### config.mk
export PLATFORM = sky130hd
export DESIGN_NAME = rr_mux_reg
export DESIGN_NICKNAME = d
export VERILOG_FILES = /design/src/rtl/rr_mux_reg.sv
export SDC_FILE = /design/constraint.sdc
export NUM_CORES = 1
export LEC_CHECK = 0
export BUFFER_PORTS_ARGS = -buffer_cell sky130_fd_sc_hd__buf_2
export CAP_MARGIN = 25
export CORE_UTILIZATION = 44
export DETAILED_ROUTE_END_ITERATION = 12
export PLACE_DENSITY = 0.9
export SLEW_MARGIN = 20
export SYNTH_ARGS = -nofsm -noshare
export SYNTH_HDL_FRONTEND = slang
export SYNTH_SLANG_ARGS = --single-unit
### constraint.sdc
create_clock -name clk -period 2.2 [get_ports clk]
set_input_delay 0.11 -clock clk [delete_from_list [all_inputs] [get_ports clk]]
set_output_delay 0.11 -clock clk [all_outputs]
set_load 0.005 [all_outputs]
### src/rtl/rr_mux_reg.sv
// Registered N-channel round-robin / fixed-select multiplexer with valid/ready handshakes.
// Define RR_MUX_PKT_LOCK_EN to add packet locking with in_last/out_last.
module rr_mux_reg #(
    parameter  int N_CH = 4,
    parameter  int DW   = 8,
    localparam int SW   = $clog2(N_CH)
) (
    input  logic               clk,
    input  logic               rst_n,
    input  logic [N_CH-1:0]    in_valid,
    input  logic [N_CH*DW-1:0] in_data,
    output logic [N_CH-1:0]    in_ready,
    input  logic               mode,
    input  logic [SW-1:0]      sel,
    output logic               out_valid,
    output logic [DW-1:0]      out_data,
    output logic [SW-1:0]      out_ch,
    input  logic               out_ready
`ifdef RR_MUX_PKT_LOCK_EN
    ,
    input  logic [N_CH-1:0]    in_last,
    output logic               out_last
`endif
);

    logic          r_out_valid;
    logic [DW-1:0] r_out_data;
    logic [SW-1:0] r_out_ch;
    logic [SW-1:0] r_ptr;

    logic          w_load;
    logic          w_gnt_valid;
    logic [SW-1:0] w_gnt_idx;
    logic [SW-1:0] w_cand;
    logic [SW-1:0] w_ptr_next;
    logic [DW-1:0] w_gnt_data;
    int            w_idx;

`ifdef RR_MUX_PKT_LOCK_EN
    logic          r_locked;
    logic [SW-1:0] r_lock_ch;
    logic          r_out_last;
`endif

    assign w_load = !r_out_valid || out_ready;

    // Descending scan so the candidate closest to ptr is the last one written.
    always_comb begin
        w_gnt_valid = 1'b0;
        w_gnt_idx   = '0;
        w_cand      = '0;
        w_idx       = 0;
        if (mode) begin
            if (32'(sel) < N_CH) begin
                w_gnt_idx   = sel;
                w_gnt_valid = in_valid[sel];
            end
        end else begin
            for (int i = N_CH - 1; i >= 0; i--) begin
                w_idx = int'(r_ptr) + i;
                if (w_idx >= N_CH) w_idx = w_idx - N_CH;
                w_cand = SW'(w_idx);
                if (in_valid[w_cand]) begin
                    w_gnt_valid = 1'b1;
                    w_gnt_idx   = w_cand;
                end
            end
        end
`ifdef RR_MUX_PKT_LOCK_EN
        if (r_locked) begin
            w_gnt_idx   = r_lock_ch;
            w_gnt_valid = in_valid[r_lock_ch];
        end
`endif
    end

    always_comb begin
        w_gnt_data = in_data[w_gnt_idx*DW +: DW];
        if (32'(w_gnt_idx) == N_CH - 1) w_ptr_next = '0;
        else                            w_ptr_next = w_gnt_idx + 1'b1;
    end

    // Ready is gated by rst_n so no producer sees an accept while reset is held.
    always_comb begin
        in_ready = '0;
        if (rst_n && w_load && w_gnt_valid) in_ready[w_gnt_idx] = 1'b1;
    end

    always_ff @(posedge clk or negedge rst_n) begin
        if (!rst_n) begin
            r_out_valid <= 1'b0;
            r_out_data  <= '0;
            r_out_ch    <= '0;
            r_ptr       <= '0;
`ifdef RR_MUX_PKT_LOCK_EN
            r_locked    <= 1'b0;
            r_lock_ch   <= '0;
            r_out_last  <= 1'b0;
`endif
        end else if (w_load) begin
            if (w_gnt_valid) begin
                r_out_valid <= 1'b1;
                r_out_data  <= w_gnt_data;
                r_out_ch    <= w_gnt_idx;
`ifdef RR_MUX_PKT_LOCK_EN
                r_out_last  <= in_last[w_gnt_idx];
                r_locked    <= !in_last[w_gnt_idx];
                r_lock_ch   <= w_gnt_idx;
                if (!mode && in_last[w_gnt_idx]) r_ptr <= w_ptr_next;
`else
                if (!mode) r_ptr <= w_ptr_next;
`endif
            end else begin
                r_out_valid <= 1'b0;
            end
        end
    end

    assign out_valid = r_out_valid;
    assign out_data  = r_out_data;
    assign out_ch    = r_out_ch;
`ifdef RR_MUX_PKT_LOCK_EN
    assign out_last  = r_out_last;
`endif

endmodule

==> impl_metrics.toml <==
[timing]
fin_tns_setup_ps = 0
setup_viol = 0
maxSlewHeadroom_pct = 69.0
clock_skew_ps = 0.842
drv_slew = 0
period_needed_ps = 2110
worst_pin_slew_ps = 466
hold_viol = 0
period_share_pct = 95.7
clock.fmax_mhz = 475

[floorplan]
die_w_um = 50.9
die_h_um = 50.9
fp.dieArea_um2 = 2590
start_util_pct = 47.2
core_um2 = 2230
num_rows = 17
io_pins = 57

[flow_run]
drv_cap = 0

[global_route]
grt.overflow.total = 0
track_usage_pct = 25.2
grt_max_degree = 20
grt_pass1_vias = 1124
antenna_found_initial = 0
grt_first_pass_wirelength_um = 4820

[layout]
multi_input_comb_area_um2 = 657
fin_util_pct = 63.0
area_growth_pct = 33.6
fillerInstances = 199
regArea_um2 = 328
drive_above_1_share_pct = 45.9
nNetsFinal = 216
n_antenna_cell = 0

[setup_path]
path_class = "flop to output pin"
critPathArrivalTime_ps = 2000
startpoint = "r_ptr[1]"
critical_path_required_ps = 2090
worstSetupStartpointType = "flop"
cp-end-kind = "output pin"
cp_max_fo = 8
crit-reg2reg-launch = "r_ptr[1]"

[synth]
seq_area_frac_synth_pct = 30.9
avgSynthCellArea_um2 = 9.16
syn-cell-area_um2 = 1050
postSynthCellCount = 115
yosysWarnings = 0
ys_ff_latch = 13
synth.net_count = 158
synth_cell_type_count = 35

[worst_hold_path]
holdCritStartpoint = "out_ready"
hp-class = "input pin to flop"

[cts]
insertion_delay_ps = 290
clock_path_buffers = 2
tritoncts = "yes"
cts_root_buf = "clkbuf_4"
cts_sinks = 13
numCtsBuffers = 3
clkTransAtPathRegs_ps = 80
htree_levels = 1

[place]
hpwlAfterDp_um = 2190
port_buffers = 56
gp_congestion = 0.774

[routing]
routed_wl_um = 3110
post_drt_wl_per_cell_um = 15.6
firstDrtPassIters = 4
route.detailed.drc = 0
via_count = 1155
via_per_inst = 5.78
antenna_left = 0
drt_iter0_drc = 44

[pwr]
p_seq_share_pct = 35.0
leakagePower_nw = 0.679
ir_drop_uv = 358
power_frac_clock_pct = 13.5
internal-power_uw = 677
swShare_pct = 40.0
p_comb_share_pct = 51.5
p_per_area_nw_per_um2 = 802
switching_power_uw = 452

[run_status]
status = "completed"
what timing repair did:
action	4_1_cts	5_1_grt
hold buffers	1	0
setup endpoints to repair	3	4
endpoints found under the hold margin	13	0
gates resized for setup	2	5
setup buffers	3	1
pin swaps	1	2
cells in the mapped netlist:
cell | n | share of area, %
inv_2 | 1 | 0.36
o31ai_1 | 8 | 5.7
or4_1 | 1 | 0.71
buf_6 | 3 | 3.2
nand2_1 | 13 | 4.6
nor4_1 | 1 | 0.59
o211ai_1 | 1 | 0.71
a32oi_1 | 1 | 0.83
nor2b_1 | 2 | 1.2
a21oi_1 | 2 | 0.95
a211o_1 | 1 | 0.83
nor3_1 | 1 | 0.47
nand2b_1 | 3 | 1.8
and2_1 | 16 | 9.5
o21ba_1 | 1 | 0.95
clkbuf_1 | 2 | 0.71
mux4_2 | 1 | 2.1
o21ai_0 | 2 | 0.95
or3_1 | 1 | 0.59
nor2_2 | 1 | 0.59
nor3b_1 | 1 | 0.71
o2bb2ai_1 | 1 | 0.83
buf_4 | 4 | 2.9
mux2_4 | 1 | 1.4
nor2_1 | 2 | 0.71
mux2i_1 | 3 | 2.9
a21o_1 | 1 | 0.71
inv_1 | 4 | 1.4
buf_2 | 2 | 0.95
o41ai_1 | 2 | 1.7
a221oi_1 | 16 | 13
o31ai_4 | 1 | 2.0
nand2_4 | 1 | 1.1
dfrtp_1 | 13 | 31
ha_1 | 1 | 1.2
flip-flops by register name, indices dropped and copies added, names as in the netlist:
signal,flops
out_ch,2
out_data,8
out_valid,1
r_ptr,2
layout make-up:
type                       instances  share of cell area, %
clock buffer                       4                   1.87
inverter                           5                   1.33
multi-input combinational         86                   46.7
sequential                        13                   23.3
tap                               28                   2.49
timing repair buffer              64                   24.4
power groups by stage:
stage / clock [mW] / combinational [mW] / sequential (mW)
global placement: 0 / 0.496 / 0.387
global route: 0.158 / 0.638 / 0.407
floorplan: 0 / 0.378 / 0.373
detailed placement: 0 / 0.520 / 0.395
CTS: 0.155 / 0.548 / 0.392
finish: 0.152 / 0.581 / 0.396
worst paths after layout:
check                              end  slack (ps)  cells after the start
max reg2reg                out_data[6]         280                      6
min reg2reg                  out_ch[1]         490                      2
min                          out_valid          90                      3
min in group asynchronous  out_data[7]         250                      2
max in group asynchronous     r_ptr[1]        1700                      2
max                        in_ready[2]          90                      7
per-stage QoR:
stage / hold slack [ps] / std cells / power (mW) / area (µm²) / setup slack, ps
after floorplan: -186 / 115 / 0.751 / 1050 / 313
after global placement: 5.88 / 191 / 0.883 / 1310 / 269
after detailed placement: 10.8 / 191 / 0.915 / 1310 / 193
after CTS: 84.7 / 199 / 1.10 / 1380 / 76.0
after global routing: 125 / 200 / 1.20 / 1410 / -1.96
final: 87.4 / 200 / 1.13 / 1410 / 94.3
kinds of logic (layout without fill, tap and decap cells):
logic type,count (synthesis),in the layout,share of synthesized area [%]
flip-flops,13,13,30.9
adder cells (fa/ha/maj),1,1,1.19
multiplexers,5,5,6.41
AO/OA/AOI/OAI,37,37,29.5
buffers and inverters,16,73,9.50
AND/OR/NAND/NOR,43,43,22.6
critical path, cell delays in order, from the launching register on:
cell and delay, ps:
dfrtp_2 470, nand2b_4 160, o21ba_1 170, a32oi_2 200, inv_2 70, or3_4 380, nor2_1 130, buf_2 130
routing by layer:
layer,vias up,global-route usage (%),routed length [µm]
li1,548,-,-
met4,0,12.5,64
met2,60,43.9,1640
met3,7,2.68,215
met5,-,0,0
met1,540,30.4,1190
placed cells by master, fill, tap and decap left out, types with 2 or more instances in the layout:
cell type	synthesis	layout
a21oi_1	2	2
a221oi_1	16	16
and2_1	16	16
buf_2	2	56
buf_4	4	7
clkbuf_4	0	3
dfrtp_1	13	11
dfrtp_2	0	2
inv_1	4	4
mux2i_1	3	3
nand2_1	13	13
nand2b_1	3	2
nor2_2	1	2
nor2b_1	2	2
o21ai_0	2	2
o31ai_1	8	8
o41ai_1	2	2
Power figures use the tool's default switching activity.
